**src/rtl/ttc_int_agg25.sv**
```systemverilog
// Interrupt aggregator for the three TTC interrupt lines. It provides pending/mask/mode
// registers and a saturating event counter through an APB window. Optional macro: TTC_INT_AGG_SYNC_EN.
`timescale 1ns/1ps
module ttc_int_agg25 #(
    parameter int         CNT_W    = 8,
    parameter logic [2:0] MODE_RST = 3'b000
) (
    input  logic        pclk25,
    input  logic        n_p_reset25,
    input  logic        psel25,
    input  logic        penable25,
    input  logic        pwrite25,
    input  logic [31:0] pwdata25,
    input  logic [7:0]  paddr25,
    input  logic [3:1]  ttc_int25,
    output logic [31:0] prdata25,
    output logic        irq25
);

    localparam logic [CNT_W-1:0] CNT_MAX = '1;
    localparam logic [CNT_W-1:0] CNT_ONE = CNT_W'(1);

    logic [2:0]       s;
    logic [2:0]       prev;
    logic [2:0]       pend;
    logic [2:0]       en;
    logic [2:0]       mode;
    logic [CNT_W-1:0] cnt;

    logic [2:0]       set_vec;
    logic [2:0]       clr_vec;
    logic [2:0]       pend_nxt;
    logic             rise;
    logic [CNT_W-1:0] cnt_nxt;

`ifdef TTC_INT_AGG_SYNC_EN
    logic [2:0] sync1;
    logic [2:0] sync2;

    always_ff @(posedge pclk25 or negedge n_p_reset25) begin
        if (!n_p_reset25) begin
            sync1 <= 3'b000;
            sync2 <= 3'b000;
        end else begin
            sync1 <= ttc_int25;
            sync2 <= sync1;
        end
    end

    assign s = sync2;
`else
    assign s = ttc_int25;
`endif

    // APB: a write commits on the access-phase edge (psel25 & penable25 & pwrite25);
    // reads are combinational whenever psel25 & ~pwrite25, with no wait states.
    logic wr;
    logic wr_pend;
    logic wr_en;
    logic wr_mode;
    logic wr_cnt;

    assign wr      = psel25 & penable25 & pwrite25;
    assign wr_pend = wr & (paddr25 == 8'h04);
    assign wr_en   = wr & (paddr25 == 8'h08);
    assign wr_mode = wr & (paddr25 == 8'h0C);
    assign wr_cnt  = wr & (paddr25 == 8'h10);

    // Edge-mode sources set only on a 0->1 of the sample. A set overrides a same-cycle W1C.
    assign set_vec  = s & (~mode | ~prev);
    assign clr_vec  = wr_pend ? pwdata25[2:0] : 3'b000;
    assign pend_nxt = (pend & ~clr_vec) | set_vec;
    assign rise     = |(pend_nxt & ~pend);

    always_comb begin
        cnt_nxt = cnt;
        if (wr_cnt) begin
            cnt_nxt = rise ? CNT_ONE : '0;
        end else if (rise && (cnt != CNT_MAX)) begin
            cnt_nxt = cnt + CNT_ONE;
        end
    end

    always_ff @(posedge pclk25 or negedge n_p_reset25) begin
        if (!n_p_reset25) begin
            prev  <= 3'b000;
            pend  <= 3'b000;
            en    <= 3'b000;
            mode  <= MODE_RST;
            cnt   <= '0;
            irq25 <= 1'b0;
        end else begin
            prev  <= s;
            pend  <= pend_nxt;
            cnt   <= cnt_nxt;
            // irq25 is registered from the current PEND and EN values. A new pending bit
            // or an EN write therefore reaches irq25 one edge after the register updates.
            irq25 <= |(pend & en);
            if (wr_en) begin
                en <= pwdata25[2:0];
            end
            if (wr_mode) begin
                mode <= pwdata25[2:0];
            end
        end
    end

    always_comb begin
        prdata25 = 32'h0;
        if (psel25 && !pwrite25) begin
            case (paddr25)
                8'h00:   prdata25[2:0]       = s;
                8'h04:   prdata25[2:0]       = pend;
                8'h08:   prdata25[2:0]       = en;
                8'h0C:   prdata25[2:0]       = mode;
                8'h10:   prdata25[CNT_W-1:0] = cnt;
                default: prdata25            = 32'h0;
            endcase
        end
    end

    logic unused_wdata;
    assign unused_wdata = ^pwdata25[31:3];

endmodule

```
**config.mk**
```make
export PLATFORM = sky130hd
export DESIGN_NAME = ttc_int_agg25
export DESIGN_NICKNAME = d
export VERILOG_FILES = /design/src/rtl/ttc_int_agg25.sv
export SDC_FILE = /design/constraint.sdc
export NUM_CORES = 1
export LEC_CHECK = 0
export BUFFER_PORTS_ARGS = -buffer_cell sky130_fd_sc_hd__buf_2
export CAP_MARGIN = 20
export CORE_AREA = 2 2 61 63
export DETAILED_ROUTE_END_ITERATION = 6
export DIE_AREA = 0 0 63 65
export PLACE_DENSITY = 0.74
export SYNTH_ARGS = -nofsm -noshare
export SYNTH_HDL_FRONTEND = slang
export SYNTH_SLANG_ARGS = --single-unit
```
**constraint.sdc**
```tcl
create_clock -name pclk25 -period 2.3 [get_ports pclk25]
set_input_delay 0 -clock pclk25 [delete_from_list [all_inputs] [get_ports pclk25]]
set_output_delay 0 -clock pclk25 [all_outputs]
set_load 0.01 [all_outputs]
```
==> metrics.txt <==
# TYPE chip_impl_metric gauge
chip_impl_metric{name="routed_wirelength",unit="mm"} 2.92
chip_impl_metric{name="place_ws",unit="ps"} 407
chip_impl_metric{name="final.setup.worst_slack",unit="ps"} 426
chip_impl_metric{name="drt.antenna.violating_nets",unit=""} 0
chip_impl_metric{name="leakagePower",unit="nW"} 0.798
chip_impl_metric{name="path_clk_slew",unit="ps"} 120
chip_impl_metric{name="first_global_vias",unit=""} 1043
chip_impl_metric{name="drive_above_1_share",unit=""} 0.264
chip_impl_metric{name="detailedRoute.firstPassIterationCount",unit=""} 4
chip_impl_metric{name="required_time_at_the_worst_slack_endpoint",unit="ps"} 2550
chip_impl_metric{name="total_cts_buffers",unit=""} 3
chip_impl_metric{name="ir_drop",unit="µV"} 336
chip_impl_metric{name="viasPerCell",unit=""} 4.93
chip_impl_info{name="worst_setup_path_end_kind",value="flop"} 1
chip_impl_metric{name="layout_worst_path_cycle_share",unit=""} 0.815
chip_impl_metric{name="antennaDiodeCount",unit=""} 0
chip_impl_info{name="grt.busiest_layer",value="met2"} 1
chip_impl_info{name="rsz0062_at_grt",value="false"} 1
chip_impl_metric{name="synthesis.instances",unit=""} 147
chip_impl_metric{name="postSynth.asyncResetShare",unit=""} 1.00
chip_impl_metric{name="filler_cell_count",unit=""} 347
chip_impl_info{name="cts_tree",value="built"} 1
chip_impl_metric{name="crit_path_max_fanout",unit=""} 6
chip_impl_metric{name="setup_violations",unit=""} 0
chip_impl_info{name="synth-main-ff-cell",value="dfrtp_1"} 1
chip_impl_metric{name="cts_max_level",unit=""} 1
chip_impl_metric{name="rows",unit=""} 22
chip_impl_metric{name="maximum_number_of_pins_on_one_net_before_global_route_repair",unit=""} 22
chip_impl_metric{name="min_period",unit="ps"} 1870
chip_impl_info{name="critPathKind",value="reg2reg"} 1
chip_impl_metric{name="count_of_cell_types_in_the_netlist",unit=""} 41
chip_impl_metric{name="final_max_slew_viol_count",unit=""} 0
chip_impl_metric{name="dpl.hpwl",unit="mm"} 2.11
chip_impl_metric{name="drc",unit=""} 0
chip_impl_metric{name="die-height",unit="µm"} 65
chip_impl_metric{name="grt_pass1_wl",unit="mm"} 4.73
chip_impl_metric{name="clock-sinks",unit=""} 21
chip_impl_metric{name="max_cap_violations",unit=""} 0
chip_impl_metric{name="post_cts_resize_count",unit=""} 0
chip_impl_metric{name="placedCellCount",unit=""} 219
chip_impl_metric{name="cell_area_after_placement",unit="µm²"} 1550
chip_impl_metric{name="worstSkewPairLatency",unit="ps"} 320
chip_impl_metric{name="io_pins",unit=""} 81
chip_impl_metric{name="dr.first_iter.drc_count",unit=""} 34
chip_impl_metric{name="design_area",unit="µm²"} 1640
chip_impl_metric{name="avgSynthCellArea",unit="µm²"} 9.90
chip_impl_metric{name="portBuffers",unit=""} 27
chip_impl_metric{name="global_route.usage.met2",unit=""} 0.257
chip_impl_metric{name="timing.clock.skew",unit="ps"} 1.72
chip_impl_info{name="clock-root-buffer",value="clkbuf_4"} 1
chip_impl_metric{name="antenna_found_initial",unit=""} 0
chip_impl_metric{name="arrival",unit="ps"} 2120
chip_impl_metric{name="netlist_area",unit="µm²"} 1460
chip_impl_metric{name="synth_edf_count",unit=""} 0
chip_impl_metric{name="worst-slew-pin-transition",unit="ps"} 501
chip_impl_metric{name="design.final.nets",unit=""} 232
chip_impl_metric{name="totalNegativeSetupSlack",unit="ps"} 0
chip_impl_metric{name="track_usage",unit=""} 0.149
chip_impl_metric{name="global_route.overflow_total",unit=""} 0
chip_impl_metric{name="pwr_density_cell",unit="nW/µm²"} 432
chip_impl_metric{name="seq_area_frac_synth",unit=""} 0.361
chip_impl_metric{name="syn_to_final_growth",unit="%"} 12.9
chip_impl_info{name="worst_hold_path_type",value="in2reg"} 1
chip_impl_metric{name="synth-seq-cells",unit=""} 21
chip_impl_metric{name="weighted_congestion_reported_at_the_end_of_routability_driven_placement",unit=""} 0.839
chip_impl_metric{name="clock_tree.buffer_depth",unit=""} 2
chip_impl_metric{name="start_util",unit=""} 0.416
chip_impl_metric{name="global_route.usage.met1",unit=""} 0.182
chip_impl_info{name="final_cell_mix",value="buf_2 (27), conb_1 (24), dfrtp_1 (21), nand2_1 (12)"} 1
chip_impl_info{name="start_kind",value="flop"} 1
chip_impl_metric{name="final-instance-count-excl-fill",unit=""} 230
chip_impl_metric{name="design_power_total",unit="mW"} 0.710
chip_impl_metric{name="vias",unit=""} 1135
chip_impl_metric{name="grt_use_met3",unit=""} 0.0365
chip_impl_metric{name="relSlewSlack",unit=""} 0.657
chip_impl_metric{name="die_width",unit="µm"} 63
chip_impl_metric{name="core",unit="µm²"} 3500
chip_impl_metric{name="clock.fmax",unit="GHz"} 0.534
chip_impl_metric{name="routedWlPerCell",unit="µm"} 12.7
chip_impl_metric{name="hold_viol_final",unit=""} 0
chip_impl_info{name="leading_cell_type_in_the_layout_fill_and_taps_excluded",value="buf_2"} 1
chip_impl_metric{name="yosysWarnings",unit=""} 0
chip_impl_info{name="run_status",value="completed"} 1
chip_impl_metric{name="die_area",unit="µm²"} 4100
==> sequential cells by signal (all words and copies together) (netlist names) <==
name / flops
cnt: 8
pend: 3
en: 3
prev: 3
mode: 3
irq25: 1
==> logic make-up (layout without fill, tap and decap cells) <==
family / count (synthesis) / in the layout / share of synthesized area
AND/OR/NAND/NOR: 53 / 53 / 0.223
buffers and inverters: 35 / 47 / 0.160
AO/OA/AOI/OAI: 21 / 21 / 0.111
flip-flops: 21 / 21 / 0.361
multiplexers: 15 / 15 / 0.134
adder cells (fa/ha/maj): 1 / 1 / 0.00860
other: 1 / 24 / 0.00258
==> repair_timing <==
item / in CTS / in global routing
hold buffers: 7 / 0
setup endpoints to repair: 0 / 0
endpoints found under the hold margin: 33 / 0
setup buffers: 0 / 0
==> path summary, 6_finish.rpt <==
path	cells after the start	start	end	slack (ps)
setup / recovery	5	cnt[0]	cnt[7]	430
hold / removal	5	paddr25[6]	pend[1]	150
setup reg to reg	5	cnt[0]	cnt[7]	430
hold reg to reg	1	mode[1]	mode[1]	550
max in group asynchronous	2	n_p_reset25	irq25	1790
min in group asynchronous	2	n_p_reset25	prev[2]	170
==> through the flow <==
step / util / hold slack [ps]
detailed placement: 0.442 / -15.0
global route: 0.470 / 171
CTS: 0.470 / 152
finish: 0.470 / 154
floorplan: - / -296
global placement: 0.442 / -12.9
==> layout make-up <==
class                   count  area [µm²]  share of cell area
well taps                  48        60.1              0.0366
inverters                   7        26.3              0.0160
clock buffers               3        22.5              0.0137
repair buffers             36         220               0.134
multi-input cells         114         783               0.477
clock inverters             1        5.00             0.00305
flip-flops and latches     21         526               0.320
==> cells in the mapped netlist (2+ instances only) <==
cell type  count  share of area
buf_4         24           0.12
a31oi_1        3          0.013
nand3_1        6          0.021
or2_2          2         0.0086
mux2_2         6          0.046
a21oi_1        2         0.0069
a211oi_1       4          0.021
and2_1         5          0.021
dfrtp_1       21           0.36
and3_1         2         0.0086
a22o_1         2          0.012
mux2i_1        6          0.041
a21o_1         3          0.015
inv_1          7          0.018
buf_2          3          0.010
or2b_1         4          0.021
nand4_1        2         0.0086
nor2b_1        4          0.017
nor2_1         5          0.013
nand2_1       12          0.031
mux4_2         3          0.046
a2111oi_0      2          0.012
==> critical path, stage by stage (launching register included) <==
cell	delay, ps
dfrtp_1	450
ha_1	260
and3_1	190
nor2b_1	180
a2111oi_0	480
mux2i_1	250
==> per-layer routing <==
metal / up-vias / part of all wire
met5: - / 0
met4: 0 / 0.012
met3: 5 / 0.050
met2: 36 / 0.51
met1: 548 / 0.43
li1: 546 / -
==> power breakdown <==
group / switching [mW] / internal (mW) / total [mW]
clock network: 0.123 / 0.0652 / 0.188
registers: 0.0176 / 0.386 / 0.403
logic: 0.0677 / 0.0512 / 0.119
total: 0.208 / 0.502 / 0.710
Note: power is estimated with default switching activity, not from simulation.
